File: src/rtl/alu_pkg.sv
// Shared constants for the multi-cycle ALU: default width, opcode encodings
// and FSM state encoding.
package alu_pkg;

    localparam int unsigned ALU_WIDTH = 8;

    localparam logic [2:0] OP_FWD = 3'b000;
    localparam logic [2:0] OP_ADD = 3'b001;
    localparam logic [2:0] OP_AND = 3'b010;
    localparam logic [2:0] OP_OR  = 3'b011;
    localparam logic [2:0] OP_MUL = 3'b100;

    typedef enum logic {
        S_IDLE = 1'b0,
        S_MUL  = 1'b1
    } state_e;

endpackage

File: src/rtl/alu_mul_seq.sv
// Sequential shift-add multiplier: latches operands on start_i, performs one
// iteration per cycle while run_i is high, flags the final iteration on last_o.
module alu_mul_seq
    import alu_pkg::*;
#(
    parameter int unsigned WIDTH = ALU_WIDTH
) (
    input  logic             clk_i,
    input  logic             rst_i,
    input  logic             start_i,
    input  logic             run_i,
    input  logic [WIDTH-1:0] a_i,
    input  logic [WIDTH-1:0] b_i,
    output logic [WIDTH-1:0] acc_next_o,
    output logic             last_o
);

    localparam int unsigned CW = (WIDTH > 1) ? $clog2(WIDTH) : 1;

    logic [WIDTH-1:0] a_q;
    logic [WIDTH-1:0] b_q;
    logic [WIDTH-1:0] acc_q;
    logic [CW-1:0]    cnt_q;

    // acc_next_o is the value after the current iteration, so the top can
    // capture the product on the same edge as the last iteration.
    always_comb begin
        acc_next_o = b_q[0] ? (acc_q + a_q) : acc_q;
        last_o     = (cnt_q == CW'(WIDTH - 1));
    end

    always_ff @(posedge clk_i or posedge rst_i) begin
        if (rst_i) begin
            a_q   <= '0;
            b_q   <= '0;
            acc_q <= '0;
            cnt_q <= '0;
        end else if (start_i) begin
            a_q   <= a_i;
            b_q   <= b_i;
            acc_q <= '0;
            cnt_q <= '0;
        end else if (run_i) begin
            acc_q <= acc_next_o;
            a_q   <= a_q << 1;
            b_q   <= b_q >> 1;
            cnt_q <= cnt_q + 1'b1;
        end
    end

endmodule

File: src/rtl/alu_mc.sv
// Multi-cycle ALU feeding register-file write-back: single-cycle FWD/ADD/AND/OR,
// WIDTH-cycle shift-add MUL, registered RESULT/DEST_OUT/ZERO with a VALID pulse.
module alu_mc
    import alu_pkg::*;
#(
    parameter int unsigned WIDTH = ALU_WIDTH
) (
    input  logic             clk,
    input  logic             RESET,
    input  logic [WIDTH-1:0] DATA1,
    input  logic [WIDTH-1:0] DATA2,
    input  logic [2:0]       SELECT,
    input  logic [2:0]       DEST_IN,
    input  logic             START,
    output logic [WIDTH-1:0] RESULT,
    output logic [2:0]       DEST_OUT,
    output logic             ZERO,
    output logic             BUSY,
    output logic             VALID
);

    state_e           state_q, state_d;
    logic [WIDTH-1:0] result_q, result_d;
    logic             zero_q, zero_d;
    logic [2:0]       dest_q, dest_d;
    logic [2:0]       mdest_q, mdest_d;
    logic             valid_q, valid_d;

    logic             mul_start;
    logic             mul_run;
    logic [WIDTH-1:0] mul_acc_next;
    logic             mul_last;
    logic [WIDTH-1:0] alu_res;

    alu_mul_seq #(
        .WIDTH(WIDTH)
    ) u_mul (
        .clk_i      (clk),
        .rst_i      (RESET),
        .start_i    (mul_start),
        .run_i      (mul_run),
        .a_i        (DATA1),
        .b_i        (DATA2),
        .acc_next_o (mul_acc_next),
        .last_o     (mul_last)
    );

    // Reserved opcodes (and MUL, which never reaches this path) yield zero.
    always_comb begin
        alu_res = '0;
        case (SELECT)
            OP_FWD:  alu_res = DATA2;
            OP_ADD:  alu_res = DATA1 + DATA2;
            OP_AND:  alu_res = DATA1 & DATA2;
            OP_OR:   alu_res = DATA1 | DATA2;
            default: alu_res = '0;
        endcase
    end

    always_comb begin
        state_d   = state_q;
        result_d  = result_q;
        zero_d    = zero_q;
        dest_d    = dest_q;
        mdest_d   = mdest_q;
        valid_d   = 1'b0;
        mul_start = 1'b0;
        mul_run   = 1'b0;
        case (state_q)
            S_IDLE: begin
                if (START) begin
                    if (SELECT == OP_MUL) begin
                        mul_start = 1'b1;
                        mdest_d   = DEST_IN;
                        state_d   = S_MUL;
                    end else begin
                        result_d = alu_res;
                        zero_d   = (alu_res == '0);
                        dest_d   = DEST_IN;
                        valid_d  = 1'b1;
                    end
                end
            end
            S_MUL: begin
                mul_run = 1'b1;
                if (mul_last) begin
                    result_d = mul_acc_next;
                    zero_d   = (mul_acc_next == '0);
                    dest_d   = mdest_q;
                    valid_d  = 1'b1;
                    state_d  = S_IDLE;
                end
            end
            default: state_d = S_IDLE;
        endcase
    end

    always_ff @(posedge clk or posedge RESET) begin
        if (RESET) begin
            state_q  <= S_IDLE;
            result_q <= '0;
            zero_q   <= 1'b1;
            dest_q   <= '0;
            mdest_q  <= '0;
            valid_q  <= 1'b0;
        end else begin
            state_q  <= state_d;
            result_q <= result_d;
            zero_q   <= zero_d;
            dest_q   <= dest_d;
            mdest_q  <= mdest_d;
            valid_q  <= valid_d;
        end
    end

    assign RESULT   = result_q;
    assign DEST_OUT = dest_q;
    assign ZERO     = zero_q;
    assign VALID    = valid_q;
    assign BUSY     = (state_q == S_MUL);

endmodule

File: config.mk
export PLATFORM = sky130hd
export DESIGN_NAME = alu_mc
export DESIGN_NICKNAME = d
export VERILOG_FILES = /design/src/rtl/alu_pkg.sv /design/src/rtl/alu_mul_seq.sv /design/src/rtl/alu_mc.sv
export SDC_FILE = /design/constraint.sdc
export NUM_CORES = 1
export LEC_CHECK = 0
export BUFFER_PORTS_ARGS = -buffer_cell sky130_fd_sc_hd__buf_2
export CELL_PAD_IN_SITES_DETAIL_PLACEMENT = 0
export CELL_PAD_IN_SITES_GLOBAL_PLACEMENT = 1
export CORE_MARGIN = 2
export CORE_UTILIZATION = 44
export CTS_CLUSTER_DIAMETER = 60
export DETAILED_ROUTE_END_ITERATION = 8
export HOLD_SLACK_MARGIN = 0.03
export PLACE_DENSITY = 0.83
export SYNTH_ARGS = -nofsm -noshare
export SYNTH_HDL_FRONTEND = slang
export SYNTH_SLANG_ARGS = --single-unit
File: constraint.sdc
create_clock -name clk -period 3.45 [get_ports clk]
set_clock_uncertainty 0.2 [all_clocks]
set_input_delay 0.69 -clock clk [delete_from_list [all_inputs] [get_ports clk]]
set_output_delay 0.69 -clock clk [all_outputs]
set_load 0.02 [all_outputs]
==> report_table.html, run 1 <==
<table>
<tr><th>Metric</th><th>Value</th></tr>
<tr><th colspan="2">Layout</th></tr>
<tr><td>Fill cell total of the finished layout</td><td>649</td></tr>
<tr><td>Most frequent standard cell in the layout excluding fill and tap cells</td><td>nand2_1</td></tr>
<tr><td>Commonest cells after routing, fill and taps aside</td><td>nand2_1 (44), dfrtp_1 (42), nor2_1 (39)</td></tr>
<tr><td>Antenna diode count</td><td>0</td></tr>
<tr><td>Layout Utilization</td><td>0.515</td></tr>
<tr><td>Number of nets in the final layout</td><td>around 450</td></tr>
<tr><td>Proportion of layout cells with a drive suffix above 1</td><td>0.186</td></tr>
<tr><td>Area overhead of the layout relative to synthesis</td><td>11.6%</td></tr>
<tr><th colspan="2">Global routing</th></tr>
<tr><td>Busiest layer in global routing</td><td>met2</td></tr>
<tr><td>Maximum number of pins on one net before global-route repair</td><td>45</td></tr>
<tr><td>GRT overflow</td><td>0</td></tr>
<tr><td>All-layer global routing usage</td><td>0.212</td></tr>
<tr><td>Number of antenna violations at the first check in global routing</td><td>0</td></tr>
<tr><td>Global routing met3 resource utilization</td><td>0.0336</td></tr>
<tr><td>Number of global-route vias before repair</td><td>2545</td></tr>
<tr><td>Global routing met2 resource utilization</td><td>0.319</td></tr>
<tr><td>First-pass GRT wire length</td><td>12.8 mm</td></tr>
<tr><td>Met1 track demand over resource in global routing</td><td>0.308</td></tr>
<tr><th colspan="2">Timing</th></tr>
<tr><td>Setup TNS</td><td>0 ps</td></tr>
<tr><td>Worst relative slew slack</td><td>0.376</td></tr>
<tr><td>Final setup vio count</td><td>0</td></tr>
<tr><td>Part of the cycle the worst path needs</td><td>0.830</td></tr>
<tr><td>Maximum clock frequency</td><td>0.349 GHz</td></tr>
<tr><td>Number of max-slew violations in the final report</td><td>0</td></tr>
<tr><td>RSZ-0062 raised after global routing</td><td>no</td></tr>
<tr><td>Worst-Margin Slew</td><td>934 ps</td></tr>
<tr><td>Crit path time final</td><td>2860 ps</td></tr>
<tr><td>Count of final hold-check violations</td><td>0</td></tr>
<tr><th colspan="2">Pwr</th></tr>
<tr><td>Power per cell area</td><td>678 nW/um^2</td></tr>
<tr><td>Switching portion of total power</td><td>0.428</td></tr>
<tr><td>Peak supply drop</td><td>0.000245 V</td></tr>
<tr><td>Internal power consumption</td><td>0.00137 W</td></tr>
<tr><td>Gate power share</td><td>0.441</td></tr>
<tr><td>Clock share of power</td><td>0.173</td></tr>
<tr><td>Switching component of the power</td><td>0.00103 W</td></tr>
<tr><td>LEAKAGE</td><td>1.66 nW</td></tr>
<tr><td>Sequential power share</td><td>0.386</td></tr>
<tr><th colspan="2">Outcome</th></tr>
<tr><td>Outcome</td><td>completed</td></tr>
<tr><th colspan="2">Min path</th></tr>
<tr><td>Min-delay worst type</td><td>register to register</td></tr>
<tr><th colspan="2">Route</th></tr>
<tr><td>Drt via density</td><td>5.44</td></tr>
<tr><td>Count of TritonRoute iterations in the first routing pass</td><td>4</td></tr>
<tr><td>Remaining number of nets flagged by the antenna check after routing</td><td>0</td></tr>
<tr><td>Initial drt markers</td><td>175</td></tr>
<tr><td>Final WL</td><td>7.81 mm</td></tr>
<tr><td>Vias after detailed routing</td><td>2715</td></tr>
<tr><td>Per-cell routed wire length</td><td>15.7 um</td></tr>
<tr><td>Drc violations</td><td>0</td></tr>
<tr><th colspan="2">Place</th></tr>
<tr><td>Buffers on Ports</td><td>38</td></tr>
<tr><td>Detailed placement HPWL</td><td>5.94 mm</td></tr>
<tr><td>Routability congestion estimate from global placement</td><td>0.831</td></tr>
<tr><th colspan="2">Logic synthesis</th></tr>
<tr><td>Number of synthesized flops with an enable pin</td><td>0</td></tr>
<tr><td>Portion of synthesized cell area occupied by the leading cell type</td><td>0.339</td></tr>
<tr><td>Seq cells post-synth</td><td>44</td></tr>
<tr><td>Cell area after synthesis</td><td>3170 um^2</td></tr>
<tr><td>Yosys synthesis warning count</td><td>0</td></tr>
<tr><td>Share of async-settable or async-resettable flops after synthesis</td><td>1.00</td></tr>
<tr><td>Post-synthesis sequential area ratio</td><td>0.348</td></tr>
<tr><td>Post-synthesis area per instance</td><td>8.57 um^2</td></tr>
<tr><td>Post-synth top area cell</td><td>dfrtp_1</td></tr>
<tr><td>Biggest area contributors in the synthesized netlist</td><td>dfrtp_1 (34%), ha_1 (9.9%), o21ai_0 (5.8%)</td></tr>
<tr><td>Syn Nets</td><td>422</td></tr>
<tr><td>Count of cell types in the netlist</td><td>63</td></tr>
<tr><td>Main flop type after synthesis</td><td>dfrtp_1</td></tr>
<tr><td>Synthesized netlist cell count</td><td>370</td></tr>
<tr><th colspan="2">Clock tree</th></tr>
<tr><td>Post_cts resized</td><td>0</td></tr>
<tr><td>Post-CTS setup-driven buffer insertion count</td><td>0</td></tr>
<tr><td>TritonCTS sink count</td><td>44</td></tr>
<tr><td>Hold-fix buffers, CTS</td><td>0</td></tr>
<tr><td>Number of CTS-inserted buffers</td><td>5</td></tr>
<tr><td>H-Tree Level Count</td><td>2</td></tr>
<tr><td>Clock tree from TritonCTS</td><td>done</td></tr>
<tr><td>Clock network latency to the later pin of the worst-skew pair</td><td>300 ps</td></tr>
<tr><td>Clk buf depth</td><td>2</td></tr>
<tr><td>Library cell used as clock root buffer</td><td>clkbuf_8</td></tr>
<tr><td>Reg clk slew, reported paths</td><td>90 ps</td></tr>
<tr><th colspan="2">Floorplan</th></tr>
<tr><td>CORE AREA</td><td>6870 um^2</td></tr>
<tr><td>Core Rows</td><td>30</td></tr>
<tr><td>Number of top-level design ports</td><td>39</td></tr>
<tr><td>Die footprint</td><td>7900 um^2</td></tr>
<tr><td>X dimension of the die</td><td>88.9 um</td></tr>
<tr><td>Effective utilization at floorplan</td><td>0.462</td></tr>
<tr><td>Die Y</td><td>around 90 um</td></tr>
<tr><th colspan="2">Setup path</th></tr>
<tr><td>Kind of critical path</td><td>register to register</td></tr>
<tr><td>Slowest cell on the critical path</td><td>or4_1</td></tr>
<tr><td>WP data arrival</td><td>2900 ps</td></tr>
<tr><td>Sort of element at the end of the critical path</td><td>register</td></tr>
<tr><td>Kind of cell adding the most delay to the critical path</td><td>simple AND/OR/NAND/NOR gates</td></tr>
<tr><td>CP Launch Type</td><td>register</td></tr>
<tr><td>Worst endpoint required time</td><td>about 3500 ps</td></tr>
<tr><td>Worst path max stage delay</td><td>approximately 470 ps</td></tr>
<tr><td>Series of cell instances along the critical path</td><td>ha_1 -&gt; fa_1 -&gt; a21o_1 -&gt; a211oi_1 -&gt; nor3_1 -&gt; or4_1 -&gt; or3_1 -&gt; o21ai_1</td></tr>
<tr><td>Peak fanout along the critical path</td><td>3</td></tr>
<tr><td>Sum of buffers and inverters on the critical path</td><td>0</td></tr>
<tr><th colspan="2">Flow run</th></tr>
<tr><td>Max Cap Viol</td><td>0</td></tr>
</table>
## flip-flops by register name (all words and copies together) (netlist names)
name	count
VALID	1
DEST_OUT	3
u_mul.acc_q	8
u_mul.a_q	8
BUSY	1
u_mul.cnt_q	3
u_mul.b_q	8
RESULT	8
ZERO	1
mdest_q	3
## kinds of logic after synthesis
group,Yosys count,synth area share
multiplexers,15,0.0501
XOR/XNOR,6,0.0166
flip-flops,44,0.348
buffers and inverters,44,0.0596
AND/OR/NAND/NOR,120,0.185
AO/OA/AOI/OAI,114,0.230
adder cells (fa/ha/maj),27,0.111
## tightest hold or removal path: stages, from the launching register on
cell	delay, ps
dfrtp_1	350
nand2_1	50
o21ai_0	60
## Yosys cell counts, drive strengths merged, types with 3 or more instances
master	count
a211oi	7
a21o	4
a21oi	29
a311oi	3
a31oi	4
and2	4
and3	4
buf	4
clkbuf	13
dfrtp	43
ha	25
inv	27
mux2	7
mux2i	8
nand2	44
nor2	39
nor2b	4
nor3	3
nor3b	5
o211ai	6
o21ai	38
o311ai	3
xnor2	3
xor2	3
## metrics by stage
stage,setup WS [ps],total power (W),hold WS [ps],instances,cell area [um^2]
finish,586,0.00240,288,499,3540
detailed placement,448,0.00201,272,491,3420
CTS,611,0.00242,293,499,3540
global route,455,0.00260,321,499,3540
global placement,490,0.00197,265,491,3420
floorplan,742,0.00169,250,370,3170
## path summary, 6_finish.rpt
kind / startpoint / endpoint / slack (ps) / cells past startpoint
max: u_mul.acc_q[0]$_DFFE_PP0P_ / ZERO$_DFFE_PP1P_ / 590 / 8
min: u_mul.b_q[1]$_DFFE_PP0P_ / u_mul.b_q[0]$_DFFE_PP0P_ / 290 / 2
max reg2reg: u_mul.acc_q[0]$_DFFE_PP0P_ / ZERO$_DFFE_PP1P_ / 590 / 8
min reg2reg: u_mul.b_q[1]$_DFFE_PP0P_ / u_mul.b_q[0]$_DFFE_PP0P_ / 290 / 2
max in group asynchronous: RESET / BUSY$_DFF_PP0_ / 2020 / 2
min in group asynchronous: RESET / u_mul.acc_q[6]$_DFFE_PP0P_ / 380 / 2
## layout make-up
| cell class | instances | area [um^2] | share of cell area |
|---|---|---|---|
| tap | 96 | 120 | 0.0339 |
| sequential | 44 | 1100 | 0.312 |
| clock inverter | 3 | 46.3 | 0.0131 |
| inverter | 27 | 101 | 0.0286 |
| timing repair buffer | 42 | 220 | 0.0622 |
| multi-input combinational | 282 | 1880 | 0.531 |
| clock buffer | 5 | 68.8 | 0.0194 |
## layer usage
metal  routed length [um]  up-vias
li1                     -     1377
met4                  170        0
met2                 3370       59
met5                    0        -
met1                 3900     1266
met3                  369       13
## power groups by stage
stage,sequential [W],combinational [W],clock (W)
2_1_floorplan,0.000953,0.000740,0
3_3_place_gp,0.000934,0.00104,0
3_5_place_dp,0.000938,0.00107,0
4_1_cts,0.000928,0.00107,0.000420
5_1_grt,0.000964,0.00119,0.000444
6_report,0.000927,0.00106,0.000415
No activity file was read; power rests on OpenSTA's default activity.
==> run 2: changes to the inputs <==
CORE_UTILIZATION = 40   (was 44)
PLACE_DENSITY = 0.8   (was 0.83)
clock period = 2.4 ns   (was 3.45 ns; I/O delays follow)
==> report_table.html, run 2 (synthesized netlist as in run 1, its figures left out) <==
<table>
<tr><th>Metric</th><th>Value</th></tr>
<tr><th colspan="2">Setup path</th></tr>
<tr><td>Worst reg-to-reg setup slack</td><td>-190 ps</td></tr>
<tr><td>Worst endpoint required time</td><td>2440 ps</td></tr>
<tr><td>R2R depth</td><td>8</td></tr>
<tr><td>Peak fanout along the critical path</td><td>3</td></tr>
<tr><td>Sort of element at the end of the critical path</td><td>register</td></tr>
<tr><td>CP Launch Type</td><td>register</td></tr>
<tr><td>Kind of critical path</td><td>register to register</td></tr>
<tr><td>Startpoint of the worst-slack reg-to-reg timing path</td><td>u_mul.a_q[0]$_DFFE_PP0P_</td></tr>
<tr><td>WP data arrival</td><td>2630 ps</td></tr>
<tr><td>Terminus of the critical flop-to-flop path</td><td>ZERO$_DFFE_PP1P_</td></tr>
<tr><th colspan="2">Timing</th></tr>
<tr><td>Final worst setup slack</td><td>-192 ps</td></tr>
<tr><td>Maximum clock frequency</td><td>0.386 GHz</td></tr>
<tr><td>Post-Route Hold Slack</td><td>approximately 220 ps</td></tr>
<tr><td>RSZ-0062 raised after global routing</td><td>yes</td></tr>
<tr><td>Final setup vio count</td><td>3</td></tr>
<tr><td>Number of max-slew violations in the final report</td><td>0</td></tr>
<tr><td>Worst relative slew slack</td><td>0.706</td></tr>
<tr><td>Count of final hold-check violations</td><td>0</td></tr>
<tr><td>Setup TNS</td><td>-266 ps</td></tr>
<tr><td>Crit path time final</td><td>2590 ps</td></tr>
<tr><td>Worst-Margin Slew</td><td>439 ps</td></tr>
<tr><td>Part of the cycle the worst path needs</td><td>1.08</td></tr>
<tr><th colspan="2">Layout</th></tr>
<tr><td>Proportion of layout cells with a drive suffix above 1</td><td>0.334</td></tr>
<tr><td>Number of nets in the final layout</td><td>515</td></tr>
<tr><td>Layout Utilization</td><td>0.540</td></tr>
<tr><td>Area taken by multi-input logic gates</td><td>approximately 2000 um^2</td></tr>
<tr><td>Antenna diode count</td><td>0</td></tr>
<tr><td>Area overhead of the layout relative to synthesis</td><td>30.9%</td></tr>
<tr><td>Commonest cells after routing, fill and taps aside</td><td>buf_4 (64), nand2_1 (44), dfrtp_1 (40)</td></tr>
<tr><td>Most frequent standard cell in the layout excluding fill and tap cells</td><td>buf_4</td></tr>
<tr><td>Final design instance area without fill</td><td>4150 um^2</td></tr>
<tr><td>Fill cell total of the finished layout</td><td>738</td></tr>
<tr><td>Sequential cell area</td><td>1110 um^2</td></tr>
<tr><th colspan="2">Min path</th></tr>
<tr><td>Endpoint with the worst hold slack</td><td>mdest_q[2]$_DFFE_PP0P_</td></tr>
<tr><td>Worst Hold Path Cells</td><td>2</td></tr>
<tr><td>Min-delay worst type</td><td>primary input to register</td></tr>
<tr><td>Start point of the worst hold path</td><td>DEST_IN[2]</td></tr>
<tr><th colspan="2">Floorplan</th></tr>
<tr><td>Number of top-level design ports</td><td>39</td></tr>
<tr><td>Effective utilization at floorplan</td><td>0.412</td></tr>
<tr><td>Core Rows</td><td>32</td></tr>
<tr><td>X dimension of the die</td><td>a little over 90 um</td></tr>
<tr><td>CORE AREA</td><td>7690 um^2</td></tr>
<tr><td>Die Y</td><td>93.0 um</td></tr>
<tr><td>Die footprint</td><td>between 8000 and 9000 um^2</td></tr>
<tr><th colspan="2">Global routing</th></tr>
<tr><td>Number of global-route vias before repair</td><td>between 2000 and 3000</td></tr>
<tr><td>GRT overflow</td><td>0</td></tr>
<tr><td>All-layer global routing usage</td><td>0.206</td></tr>
<tr><td>First-pass GRT wire length</td><td>14.1 mm</td></tr>
<tr><td>Maximum number of pins on one net before global-route repair</td><td>43</td></tr>
<tr><td>Number of antenna violations at the first check in global routing</td><td>0</td></tr>
<tr><th colspan="2">Pwr</th></tr>
<tr><td>Peak supply drop</td><td>about 0.00048 V</td></tr>
<tr><td>Sequential power share</td><td>0.324</td></tr>
<tr><td>Switching component of the power</td><td>about 0.0016 W</td></tr>
<tr><td>Gate power share</td><td>0.521</td></tr>
<tr><td>Switching portion of total power</td><td>0.420</td></tr>
<tr><td>Internal power consumption</td><td>roughly 0.0023 W</td></tr>
<tr><td>Clock share of power</td><td>0.155</td></tr>
<tr><td>Power per cell area</td><td>937 nW/um^2</td></tr>
<tr><td>LEAKAGE</td><td>about 2.0 nW</td></tr>
<tr><th colspan="2">Route</th></tr>
<tr><td>Per-cell routed wire length</td><td>around 15 um</td></tr>
<tr><td>Initial drt markers</td><td>153</td></tr>
<tr><td>Remaining number of nets flagged by the antenna check after routing</td><td>0</td></tr>
<tr><td>Final WL</td><td>8.72 mm</td></tr>
<tr><td>Count of TritonRoute iterations in the first routing pass</td><td>4</td></tr>
<tr><td>Drc violations</td><td>0</td></tr>
<tr><td>Drt via density</td><td>5.32</td></tr>
<tr><td>Vias after detailed routing</td><td>3012</td></tr>
<tr><th colspan="2">Flow run</th></tr>
<tr><td>Max Cap Viol</td><td>0</td></tr>
<tr><th colspan="2">Outcome</th></tr>
<tr><td>Failing checks</td><td>negative setup slack</td></tr>
<tr><td>Outcome</td><td>complete, but fails checks</td></tr>
<tr><th colspan="2">Clock tree</th></tr>
<tr><td>Reg clk slew, reported paths</td><td>90 ps</td></tr>
<tr><td>TritonCTS sink count</td><td>44</td></tr>
<tr><td>Clock network latency to the later pin of the worst-skew pair</td><td>slightly above 300 ps</td></tr>
<tr><td>H-Tree Level Count</td><td>2</td></tr>
<tr><td>Library cell used as clock root buffer</td><td>clkbuf_8</td></tr>
<tr><td>Number of CTS-inserted buffers</td><td>5</td></tr>
<tr><td>Clock tree from TritonCTS</td><td>done</td></tr>
<tr><td>Clk buf depth</td><td>2</td></tr>
<tr><th colspan="2">Place</th></tr>
<tr><td>Post-DP Area</td><td>a little under 4000 um^2</td></tr>
<tr><td>Buffers on Ports</td><td>38</td></tr>
<tr><td>Routability congestion estimate from global placement</td><td>a little under 0.9</td></tr>
<tr><td>Detailed placement HPWL</td><td>6.62 mm</td></tr>
</table>
-- run 2: cell type report --
cell class,count,share of cell area
multi-input cells,282,0.487
clock buffers,5,0.0166
inverters,27,0.0244
flip-flops and latches,44,0.266
clock inverters,3,0.0112
repair buffers,103,0.164
well taps,102,0.0307
-- run 2: through the flow --
stage / setup WS [ps] / instances / total power (W)
floorplan: -48.0 / 370 / 0.00245
global placement: -354 / 554 / 0.00313
detailed placement: -292 / 554 / 0.00318
CTS: -178 / 564 / 0.00380
global route: -266 / 566 / 0.00420
finish: -192 / 566 / 0.00389
-- run 2: repair_timing --
action / 4_1_cts / 5_1_grt
setup endpoints to repair: 5 / 10
pin swaps: 1 / 7
hold buffers: 1 / 0
resized for setup: 2 / 18
buffers inserted: 1 / 2
endpoints found under the hold margin: 16 / 0
-- run 2: metal layers --
| metal | part of all wire | track usage | up-vias |
|---|---|---|---|
| met3 | 0.044 | 0.0282 | 13 |
| met2 | 0.48 | 0.340 | 67 |
| met5 | 0 | 0 | - |
| met4 | 0.016 | 0.0515 | 0 |
| met1 | 0.46 | 0.287 | 1434 |
| li1 | - | - | 1498 |
-- run 2: power by group through the flow --
stage          clock network, W  registers (W)  logic (W)
3_3_place_gp                  0        0.00125    0.00188
6_report               0.000604        0.00126    0.00203
2_1_floorplan                 0        0.00137    0.00108
3_5_place_dp                  0        0.00126    0.00192
4_1_cts                0.000610        0.00125    0.00194
5_1_grt                0.000646        0.00131    0.00225
-- run 2: critical path: stages (launching register included) --
cell and delay [ps]:
dfrtp_1 390, ha_2 200, fa_2 370, a21o_1 180, a211oi_2 200, nor3_2 60, or4_1 410, or3_4 380
o21ai_1 140
-- run 2: how the worst max path moves through the flow --
stage / start / end / slack, ps / cells past startpoint
detailed placement: DATA2[0] / RESULT[1]$_DFFE_PP0P_ / -290 / 8
global placement: DATA2[0] / RESULT[1]$_DFFE_PP0P_ / -350 / 8
CTS: u_mul.a_q[0]$_DFFE_PP0P_ / ZERO$_DFFE_PP1P_ / -180 / 8
global route: u_mul.a_q[0]$_DFFE_PP0P_ / ZERO$_DFFE_PP1P_ / -270 / 8
finish: u_mul.a_q[0]$_DFFE_PP0P_ / ZERO$_DFFE_PP1P_ / -190 / 8
floorplan: u_mul.acc_q[0]$_DFFE_PP0P_ / ZERO$_DFFE_PP1P_ / -50 / 8
